## config.mk

```make
export PLATFORM = sky130hd
export DESIGN_NAME = dht11_measurement_controller_flat
export DESIGN_NICKNAME = d
export VERILOG_FILES = /design/src/rtl/dht11_result_if.sv /design/src/rtl/dht11_measurement_controller.sv /design/src/flat_wrapper.sv
export SDC_FILE = /design/constraint.sdc
export NUM_CORES = 1
export LEC_CHECK = 0
export BUFFER_PORTS_ARGS = -buffer_cell sky130_fd_sc_hd__buf_2
export CAP_MARGIN = 20
export CELL_PAD_IN_SITES_DETAIL_PLACEMENT = 1
export CELL_PAD_IN_SITES_GLOBAL_PLACEMENT = 1
export CORE_ASPECT_RATIO = 0.7
export CORE_MARGIN = 2
export CORE_UTILIZATION = 38
export DETAILED_ROUTE_END_ITERATION = 8
export GPL_ROUTABILITY_DRIVEN = 0
export PLACE_DENSITY = 0.78
export SLEW_MARGIN = 30
export SYNTH_ARGS = -nofsm -noshare
export SYNTH_HDL_FRONTEND = slang
export SYNTH_SLANG_ARGS = --single-unit
```

## constraint.sdc

```tcl
create_clock -name clock -period 3.54 [get_ports clock]
set_input_delay 0.531 -clock clock [delete_from_list [all_inputs] [get_ports clock]]
set_output_delay 0.531 -clock clock [all_outputs]
set_load 0.01 [all_outputs]
```

## src/rtl/dht11_result_if.sv

```systemverilog
// Result handshake bundle between the DHT11 measurement controller and its consumer.
// The master drives the result word and valid; the slave returns ready.
interface dht11_result_if;
  logic       result_valid;
  logic       result_ready;
  logic [7:0] humidity_int;
  logic [7:0] humidity_dec;
  logic [7:0] temperature_int;
  logic [7:0] temperature_dec;
  logic [1:0] status;

  modport master (
    output result_valid,
    output humidity_int,
    output humidity_dec,
    output temperature_int,
    output temperature_dec,
    output status,
    input  result_ready
  );

  modport slave (
    input  result_valid,
    input  humidity_int,
    input  humidity_dec,
    input  temperature_int,
    input  temperature_dec,
    input  status,
    output result_ready
  );
endinterface

```

## src/rtl/dht11_measurement_controller.sv

```systemverilog
// Sequences DHT11 decoder reads, validates the frame checksum and presents one result word.
// Optional retry of failed attempts is compiled in with `define DHT11_RETRY_EN.
module dht11_measurement_controller #(
  parameter int unsigned TIMEOUT_CYCLES = 50_000_000,
  parameter int unsigned RELEASE_CYCLES = 1000,
  parameter int unsigned MAX_RETRIES    = 3
) (
  input  logic                  clock,
  input  logic                  reset,
  input  logic                  measure_request,
  output logic                  sensor_enable,
  input  logic [39:0]           sensor_data,
  input  logic                  sensor_error,
  input  logic                  sensor_done,
  output logic                  busy,
  output logic [7:0]            error_count,
  dht11_result_if.master        result
);

  localparam int unsigned CntMax = (TIMEOUT_CYCLES > RELEASE_CYCLES) ? TIMEOUT_CYCLES
                                                                      : RELEASE_CYCLES;
  localparam int unsigned CntW   = $clog2(CntMax) + 1;

  typedef enum logic [2:0] {StIdle, StWaitDone, StCheck, StRelease, StPresent} state_e;

  state_e          state_q, state_d;
  logic [CntW-1:0] cnt_q, cnt_d;
  logic [1:0]      done_sync_q, err_sync_q;
  logic [39:0]     frame_q;
  logic            frame_err_q;
  logic            timeout_q;
  logic [1:0]      attempt_status_q;
  logic [1:0]      check_status;
  logic [7:0]      checksum;
  logic [1:0]      status_q;
  logic [31:0]     fields_q;
  logic [7:0]      error_count_q;
  logic            enable_q;
  logic            retry_pending;
  logic            done_seen;
  logic            timeout_hit;
  logic            release_end;

  assign done_seen   = done_sync_q[1];
  assign timeout_hit = (cnt_q == CntW'(TIMEOUT_CYCLES - 1));
  assign release_end = (cnt_q == CntW'(RELEASE_CYCLES - 1));

`ifdef DHT11_RETRY_EN
  localparam int unsigned AttW = $clog2(MAX_RETRIES + 2);
  logic [AttW-1:0] attempts_q;

  always_ff @(posedge clock) begin
    if (reset) begin
      attempts_q <= '0;
    end else if (state_q == StIdle && state_d == StWaitDone) begin
      attempts_q <= '0;
    end else if (state_q == StCheck) begin
      attempts_q <= attempts_q + 1'b1;
    end
  end

  // attempts_q counts completed attempts, so MAX_RETRIES extra tries follow the first.
  assign retry_pending = (attempt_status_q != 2'b00) && (attempts_q <= AttW'(MAX_RETRIES));
`else
  assign retry_pending = 1'b0;
`endif

  assign checksum = frame_q[39:32] + frame_q[31:24] + frame_q[23:16] + frame_q[15:8];

  always_comb begin
    check_status = 2'b00;
    if (timeout_q) begin
      check_status = 2'b11;
    end else if (frame_err_q) begin
      check_status = 2'b10;
    end else if (checksum != frame_q[7:0]) begin
      check_status = 2'b01;
    end
  end

  always_comb begin
    state_d = state_q;
    unique case (state_q)
      StIdle: begin
        if (measure_request) state_d = StWaitDone;
      end
      StWaitDone: begin
        if (done_seen || timeout_hit) state_d = StCheck;
      end
      StCheck: begin
        state_d = StRelease;
      end
      StRelease: begin
        if (release_end) state_d = retry_pending ? StWaitDone : StPresent;
      end
      StPresent: begin
        if (result.result_ready) state_d = StIdle;
      end
      default: begin
        state_d = StIdle;
      end
    endcase
  end

  // Counter serves both the timeout and the release gap; it restarts on every state change.
  always_comb begin
    cnt_d = cnt_q + 1'b1;
    if (state_d != state_q || !(state_q == StWaitDone || state_q == StRelease)) begin
      cnt_d = '0;
    end
  end

  always_ff @(posedge clock) begin
    if (reset) begin
      state_q          <= StIdle;
      cnt_q            <= '0;
      done_sync_q      <= '0;
      err_sync_q       <= '0;
      frame_q          <= '0;
      frame_err_q      <= 1'b0;
      timeout_q        <= 1'b0;
      attempt_status_q <= 2'b00;
      status_q         <= 2'b00;
      fields_q         <= '0;
      error_count_q    <= '0;
      enable_q         <= 1'b0;
    end else begin
      state_q     <= state_d;
      cnt_q       <= cnt_d;
      done_sync_q <= {done_sync_q[0], sensor_done};
      err_sync_q  <= {err_sync_q[0], sensor_error};
      enable_q    <= (state_d == StWaitDone);

      if (state_q == StWaitDone) begin
        if (done_seen) begin
          frame_q     <= sensor_data;
          frame_err_q <= err_sync_q[1];
          timeout_q   <= 1'b0;
        end else if (timeout_hit) begin
          timeout_q   <= 1'b1;
        end
      end

      if (state_q == StCheck) begin
        attempt_status_q <= check_status;
        if (check_status != 2'b00 && error_count_q != 8'hff) begin
          error_count_q <= error_count_q + 8'd1;
        end
      end

      // On a timeout the previous result bytes are kept.
      if (state_q == StRelease && state_d == StPresent) begin
        status_q <= attempt_status_q;
        if (attempt_status_q != 2'b11) fields_q <= frame_q[39:8];
      end
    end
  end

  assign sensor_enable          = enable_q;
  assign busy                   = (state_q != StIdle);
  assign error_count            = error_count_q;
  assign result.result_valid    = (state_q == StPresent);
  assign result.status          = status_q;
  assign result.humidity_int    = fields_q[31:24];
  assign result.humidity_dec    = fields_q[23:16];
  assign result.temperature_int = fields_q[15:8];
  assign result.temperature_dec = fields_q[7:0];

endmodule

```

## src/flat_wrapper.sv

```systemverilog
// flat-port wrapper written by rule: the top's interface ports become plain ports
module dht11_measurement_controller_flat 
#(
  parameter int unsigned TIMEOUT_CYCLES = 50_000_000,
  parameter int unsigned RELEASE_CYCLES = 1000,
  parameter int unsigned MAX_RETRIES    = 3
)
  (clock, reset, measure_request, sensor_enable, sensor_data, sensor_error, sensor_done, busy, error_count, result_result_valid, result_humidity_int, result_humidity_dec, result_temperature_int, result_temperature_dec, result_status, result_result_ready);
  dht11_result_if result_i ();
  input  logic clock;
  input  logic reset;
  input  logic measure_request;
  output logic sensor_enable;
  input  logic [39:0] sensor_data;
  input  logic sensor_error;
  input  logic sensor_done;
  output logic busy;
  output logic [7:0] error_count;
  output wire logic [$bits(result_i.result_valid)-1:0] result_result_valid;
  output wire logic [$bits(result_i.humidity_int)-1:0] result_humidity_int;
  output wire logic [$bits(result_i.humidity_dec)-1:0] result_humidity_dec;
  output wire logic [$bits(result_i.temperature_int)-1:0] result_temperature_int;
  output wire logic [$bits(result_i.temperature_dec)-1:0] result_temperature_dec;
  output wire logic [$bits(result_i.status)-1:0] result_status;
  input wire logic [$bits(result_i.result_ready)-1:0] result_result_ready;
  assign result_result_valid = result_i.result_valid;
  assign result_humidity_int = result_i.humidity_int;
  assign result_humidity_dec = result_i.humidity_dec;
  assign result_temperature_int = result_i.temperature_int;
  assign result_temperature_dec = result_i.temperature_dec;
  assign result_status = result_i.status;
  assign result_i.result_ready = result_result_ready;
  dht11_measurement_controller #(.TIMEOUT_CYCLES(TIMEOUT_CYCLES), .RELEASE_CYCLES(RELEASE_CYCLES), .MAX_RETRIES(MAX_RETRIES)) u_core (.clock(clock), .reset(reset), .measure_request(measure_request), .sensor_enable(sensor_enable), .sensor_data(sensor_data), .sensor_error(sensor_error), .sensor_done(sensor_done), .busy(busy), .error_count(error_count), .result(result_i));
endmodule
```

Word level (Yosys, flattened, before mapping)
Index checks and enable logic that the tools add are counted.

word-level totals
  bits in registers = 121
  memories = 0
  latch bits = 0
  memory bits (read-only) = 0
  memory bits (writable) = 0
  logic and storage cells = 54

cells by class
  magnitude comparators = 0
  $mul = 0
  bitwise gates (word level) = 0
  equality and inequality tests = 12
  add/sub/neg operators = 5
  reduce and logical (&&, ||, !) cells = 15
  shift operators = 0
  divide/modulo/power cells = 0
  multiplexer cells = 10

operators with widths
  kind                   count
  $add 27x1->27 const B  1
  $eq 27x10->1 const B   1
  $eq 27x26->1 const B   1
  $add 8x8->8            3
  $pmux 3 s5             1
  $mux 3                 4
  $add 8x1->8 const B    1
  $ne 8x8->1             1
  $ne 8x8->1 const B     1
  $reduce_and 2->1       4
  $eq 3x1->1 const B     2
  $eq 3x2->1 const B     2
  $eq 3x3->1 const B     2
  $mux 2                 2
  $reduce_bool 2->1      2
  $logic_not 3->1        1
  $logic_or 1x1->1       3
  $mux 1                 3
  $ne 3x3->1             1
  $reduce_bool 3->1      1
  $logic_and 1x1->1      2
  $ne 2x2->1 const B     1
  $reduce_or 2->1        1
  $logic_not 1->1        1

Longest topological paths before layout
  depth after elaboration = 10
  gate-level depth with buffers = 14
  mapped depth without buffers = 13

Least setup slack after synthesis
No wires, ideal clock.

  kind = register to register
  start = register u_core.frame_q[9]
  end = register u_core.error_count_q[2] (netlist: u_core.error_count[2])
  slack = 51 ps
  stages on the path, launching flop included = 14
  data required time = 3419 ps
  arrival = 3368 ps
  library setup time = 121 ps
  path through = dfxtp_1 > fa_1 > inv_1 > fa_1 > inv_1 > ha_1 > fa_1 > xor2_1 > nor3_1 > o2111ai_2 > o41ai_4 > buf_6 > nor2_2 > mux2_4

between the ends
  word-level cells in the longest chain between the ends = 8

ends and longest elaborated chain
  what                        line                                 source
  start: declaration          dht11_measurement_controller.sv:29   logic [39:0] frame_q;
  start signal: assignment    dht11_measurement_controller.sv:136  frame_q <= sensor_data;
  $add 8x8->8                 dht11_measurement_controller.sv:68   assign checksum = frame_q[39:32] + frame_q[31:24] + frame_q[23:16] + frame_q[15:8];
  $ne 8x8->1                  dht11_measurement_controller.sv:76   end else if (checksum != frame_q[7:0]) begin
  $mux 1                      dht11_measurement_controller.sv:76
  $mux 2                      dht11_measurement_controller.sv:74   end else if (frame_err_q) begin
  $mux 2                      dht11_measurement_controller.sv:72   if (timeout_q) begin
  $reduce_bool 2->1           dht11_measurement_controller.sv:146  if (check_status != 2'b00 && error_count_q != 8'hff) begin
  $logic_and 1x1->1           dht11_measurement_controller.sv:146
  $reduce_and 2->1 (no line)  n/a
  end signal: assignment      dht11_measurement_controller.sv:147  error_count_q <= error_count_q + 8'd1;
  end: declaration            dht11_measurement_controller.sv:37   logic [7:0] error_count_q;

No other way between the ends.
A chain may end at the register's enable or synchronous reset.

Worst setup path in the final report
  start = register u_core.frame_q[9]
  end = register u_core.error_count_q[7] (netlist: u_core.error_count[7])

Same word-level chain as after synthesis.

==> run_results.csv <==
group,metric,value,unit
status,outcome,"complete, but fails checks",
status,violations,"setup timing",
synthesis,synth-seq-area-share,45.7,%
synthesis,syn-num-nets,695,
critical_path,crit_path_cell_trace,"fa_1, inv_2, fa_1, inv_2, ha_4, fa_2, nand3_2, a21o_1, a21oi_2, o2111ai_2, o41ai_4, buf_2, or4_1, a21oi_1",
finish,footprint_of_the_multi_input_gates,2710,sq um
finish,diodes,0,
sta,layout_setup_ws,-135,ps
synthesis,synth-async-reset-ratio,0,%
power,pwr_density_cell,517,nW/um^2
global_route,grt_antenna_before_repair,1,
clocking,cts_made_buffers,17,
synthesis,synth_enable_flop_cells,0,
placement,port-buffer-count,90,
sta,hold_violations,0,
synthesis,synthesis.instances,626,
sta,slew-limit-headroom,52.7,%
global_route,gr-total-overflow,0,
placement,pre_cts_slack,-202,ps
power,p_comb_share,4.8,%
finish,drive_gt1_share,21.7,%
clocking,cts-root-to-sink-buffers,2,
finish,layout.filler_cells,1678,
critical_path,slowest_stage,"sky130_fd_sc_hd__fa_1",
clocking,clockRootBuffer,"sky130_fd_sc_hd__clkbuf_16",
floorplanning,num_rows,36,
floorplanning,chipWidth,145,um
floorplanning,chipHeight,103,um
clocking,postCtsHoldBufs,0,
power,p_leak,2.64,nW
global_route,global_route_wire_length_before_repair,24400,um
sta,fin_crit,3670,ps
critical_path,path_max_fanout,5,
drt,drc,0,
critical_path,worst-endpoint-arrival,4020,ps
critical_path,start_kind,"flip-flop",
finish,area_delta_synth_final,25.5,%
finish,most_common_library_cell_in_the_layout_ignoring_fill_and_taps,"sky130_fd_sc_hd__nand2_1",
drt,avgViaCountPerCell,5.06,
power,net-switching-power,784,uW
critical_path,max_stage_delay,550,ps
clocking,htree_num_levels,4,
synthesis,yosys.area.top_type_share,45.7,%
power,netSwitchingFraction,22.8,%
sta,totalNegativeSetupSlack,-619,ps
drt,route.antenna.remaining_nets,0,
placement,dp_hpwl,10500,um
drt,drt_pass1_iterations,4,
floorplanning,start_util,38.4,%
critical_path,required_worst_endpoint,3890,ps
power,cellInternalPower,2.65,mW
sta,worst_slew_pin_slew,709,ps
synthesis,yosysUniqueCellTypes,46,
sta,setup-violations-final,7,
synthesis,syn-mean-instance-area,8.46,sq um
clocking,clock_sinks,121,
global_route,vias_in_the_first_global_route,4780,
finish,layout_common_cells,"sky130_fd_sc_hd__nand2_1 (171), sky130_fd_sc_hd__dfxtp_1 (120), sky130_fd_sc_hd__buf_2 (91)",
synthesis,synth.cell_area,5300,sq um
critical_path,timing.setup.critical_path_class,"flip-flop to flip-flop",
sta,period_utilisation_layout,104,%
floorplanning,io_pins,91,
synthesis,ys_warn_count,0,
power,vdd_ir_drop_max,0.347,mV
clocking,tritoncts,"done",
floorplanning,core_area,13800,sq um
sta,fmaxAchievable,272,MHz
drt,routed_wirelength,15400,um
drt,detail_route.wl_per_cell,16.7,um
drt,initialDrtViolationCount,196,
min_path,holdCritPathClass,"input port to flip-flop",
power,sequentialPowerShare,40.5,%
synthesis,ys_ff_latch,121,
sta,grt_setup_unrepaired,"true",
finish,finish.net_count,788,
sta,slew_viol_final,0,
clocking,clock_insertion_delay_worst_skew,420,ps
power,share_clk_of_total_power,54.6,%
synthesis,synth.top_cells.by_area,"sky130_fd_sc_hd__dfxtp_1 (46%), sky130_fd_sc_hd__nand2_1 (12%), sky130_fd_sc_hd__a21oi_1 (8.1%)",
floorplanning,dieArea,14900,sq um
synthesis,synth_ff_type,"sky130_fd_sc_hd__dfxtp_1",
clocking,clkSlewWorstSetupHoldPaths,60,ps
sta,clock_skew_after_layout,8.82,ps
drt,vias,4669,
global_route,grtUsageTotal,20.8,%
finish,finish.utilization,48.2,%
synthesis,synth_top_cell_by_area,"sky130_fd_sc_hd__dfxtp_1",
run,cap_violations,0,
global_route,grt_start_max_net_pins,94,
critical_path,critical_path.endpoint_type,"flip-flop",
finish,final-seq-area,2420,sq um
[sequential cells by signal, indices dropped and copies added, names as in the netlist]
| name | flops |
|---|---|
| u_core.err_sync_q | 2 |
| u_core.fields_q | 32 |
| u_core.state_q | 3 |
| u_core.error_count | 8 |
| u_core.cnt_q | 27 |
| u_core.result.status | 2 |
| u_core.frame_q | 40 |
| u_core.sensor_enable | 1 |
| u_core.done_sync_q | 2 |
| u_core.timeout_q | 1 |
| u_core.attempt_status_q | 2 |
| u_core.frame_err_q | 1 |
[kinds of logic (layout without fill, tap and decap cells)]
logic type,after synthesis,in the layout,synth area share (%)
buf+inv,50,156,4.25
xor+xnor,37,37,6.90
simple gates,285,285,23.5
flops,121,121,45.7
mux,4,4,0.851
fa+ha+maj,23,23,7.42
compound gates,106,106,11.3
[timing repair]
action                     in CTS  in global routing
pin swaps                       3                  7
setup endpoints to repair       8                  8
resized for setup               9                  8
buffers inserted                1                  2
cloned                          0                  1
[worst paths after layout]
path	startpoint	end	slack [ps]	cells after the start
worst min-delay path	reset	u_core.state_q[1]$_SDFF_PP0_	340	2
worst min register to register	u_core.cnt_q[0]$_SDFF_PP0_	u_core.cnt_q[0]$_SDFF_PP0_	440	1
worst max-delay path	u_core.frame_q[9]$_SDFFE_PP0P_	u_core.error_count[7]$_SDFFE_PP0P_	-130	14
worst max register to register	u_core.frame_q[9]$_SDFFE_PP0P_	u_core.error_count[7]$_SDFFE_PP0P_	-130	14
[worst max-delay path: cells and delay by family (launching register included)]
kind            cells  cell delay, ps
simple gates        2             580
buf+inv             3             260
fa+ha+maj           4            1610
flops               1             330
compound gates      5             820
[metal layers]
metal / up-vias / GRT usage (%) / routed length, um
li1: 2253 / - / -
met1: 2306 / 27.8 / 7500
met4: 2 / 7.39 / 250
met2: 87 / 33.7 / 7000
met3: 21 / 4.87 / 627
met5: - / 0 / 14
[Yosys cell counts (2+ instances only)]
master and count:
sky130_fd_sc_hd__o31ai_1 3, sky130_fd_sc_hd__nor3_1 9, sky130_fd_sc_hd__nor4_1 3, sky130_fd_sc_hd__and3b_1 2, sky130_fd_sc_hd__a21oi_1 86, sky130_fd_sc_hd__nor2_1 49
sky130_fd_sc_hd__or4_1 6, sky130_fd_sc_hd__xnor3_1 3, sky130_fd_sc_hd__nand3_1 8, sky130_fd_sc_hd__mux2i_1 3, sky130_fd_sc_hd__and3_1 6, sky130_fd_sc_hd__a21o_1 2
sky130_fd_sc_hd__nand2_1 171, sky130_fd_sc_hd__xor2_1 22, sky130_fd_sc_hd__nor3b_1 2, sky130_fd_sc_hd__o21bai_1 2, sky130_fd_sc_hd__dfxtp_1 121, sky130_fd_sc_hd__fa_1 14
sky130_fd_sc_hd__buf_2 3, sky130_fd_sc_hd__and2_1 3, sky130_fd_sc_hd__and4_1 4, sky130_fd_sc_hd__inv_1 18, sky130_fd_sc_hd__buf_6 4, sky130_fd_sc_hd__nor2b_1 6
sky130_fd_sc_hd__o21ai_0 4, sky130_fd_sc_hd__clkbuf_1 24, sky130_fd_sc_hd__xnor2_1 12, sky130_fd_sc_hd__nand4_1 6, sky130_fd_sc_hd__a211oi_1 2, sky130_fd_sc_hd__or3_1 4
sky130_fd_sc_hd__ha_1 9
[area by class of cell]
type,count,area share (%)
clock buffers,18,6.61
clock inverters,14,2.96
inverters,18,1.02
multi-input cells,455,40.7
flip-flops and latches,121,36.5
well taps,190,3.58
repair buffers,106,8.66
[power groups by stage]
| stage | registers (mW) | logic (mW) | clock network (mW) |
|---|---|---|---|
| final | 1.39 | 0.166 | 1.88 |
| after global routing | 1.39 | 0.183 | 1.96 |
| after CTS | 1.39 | 0.154 | 1.90 |
| after detailed placement | 1.42 | 0.143 | 0 |
| after global placement | 1.42 | 0.138 | 0 |
| after floorplan | 1.42 | 0.0910 | 0 |
[stage by stage]
step	power [mW]	area, sq um	hold WS [ps]	std cells
2_1_floorplan	1.51	5300	414	626
3_3_place_gp	1.56	5920	425	886
3_5_place_dp	1.56	5920	428	886
4_1_cts	3.45	6590	319	919
5_1_grt	3.54	6650	343	922
6_report	3.43	6650	341	922
No activity file was read; power rests on OpenSTA's default activity.
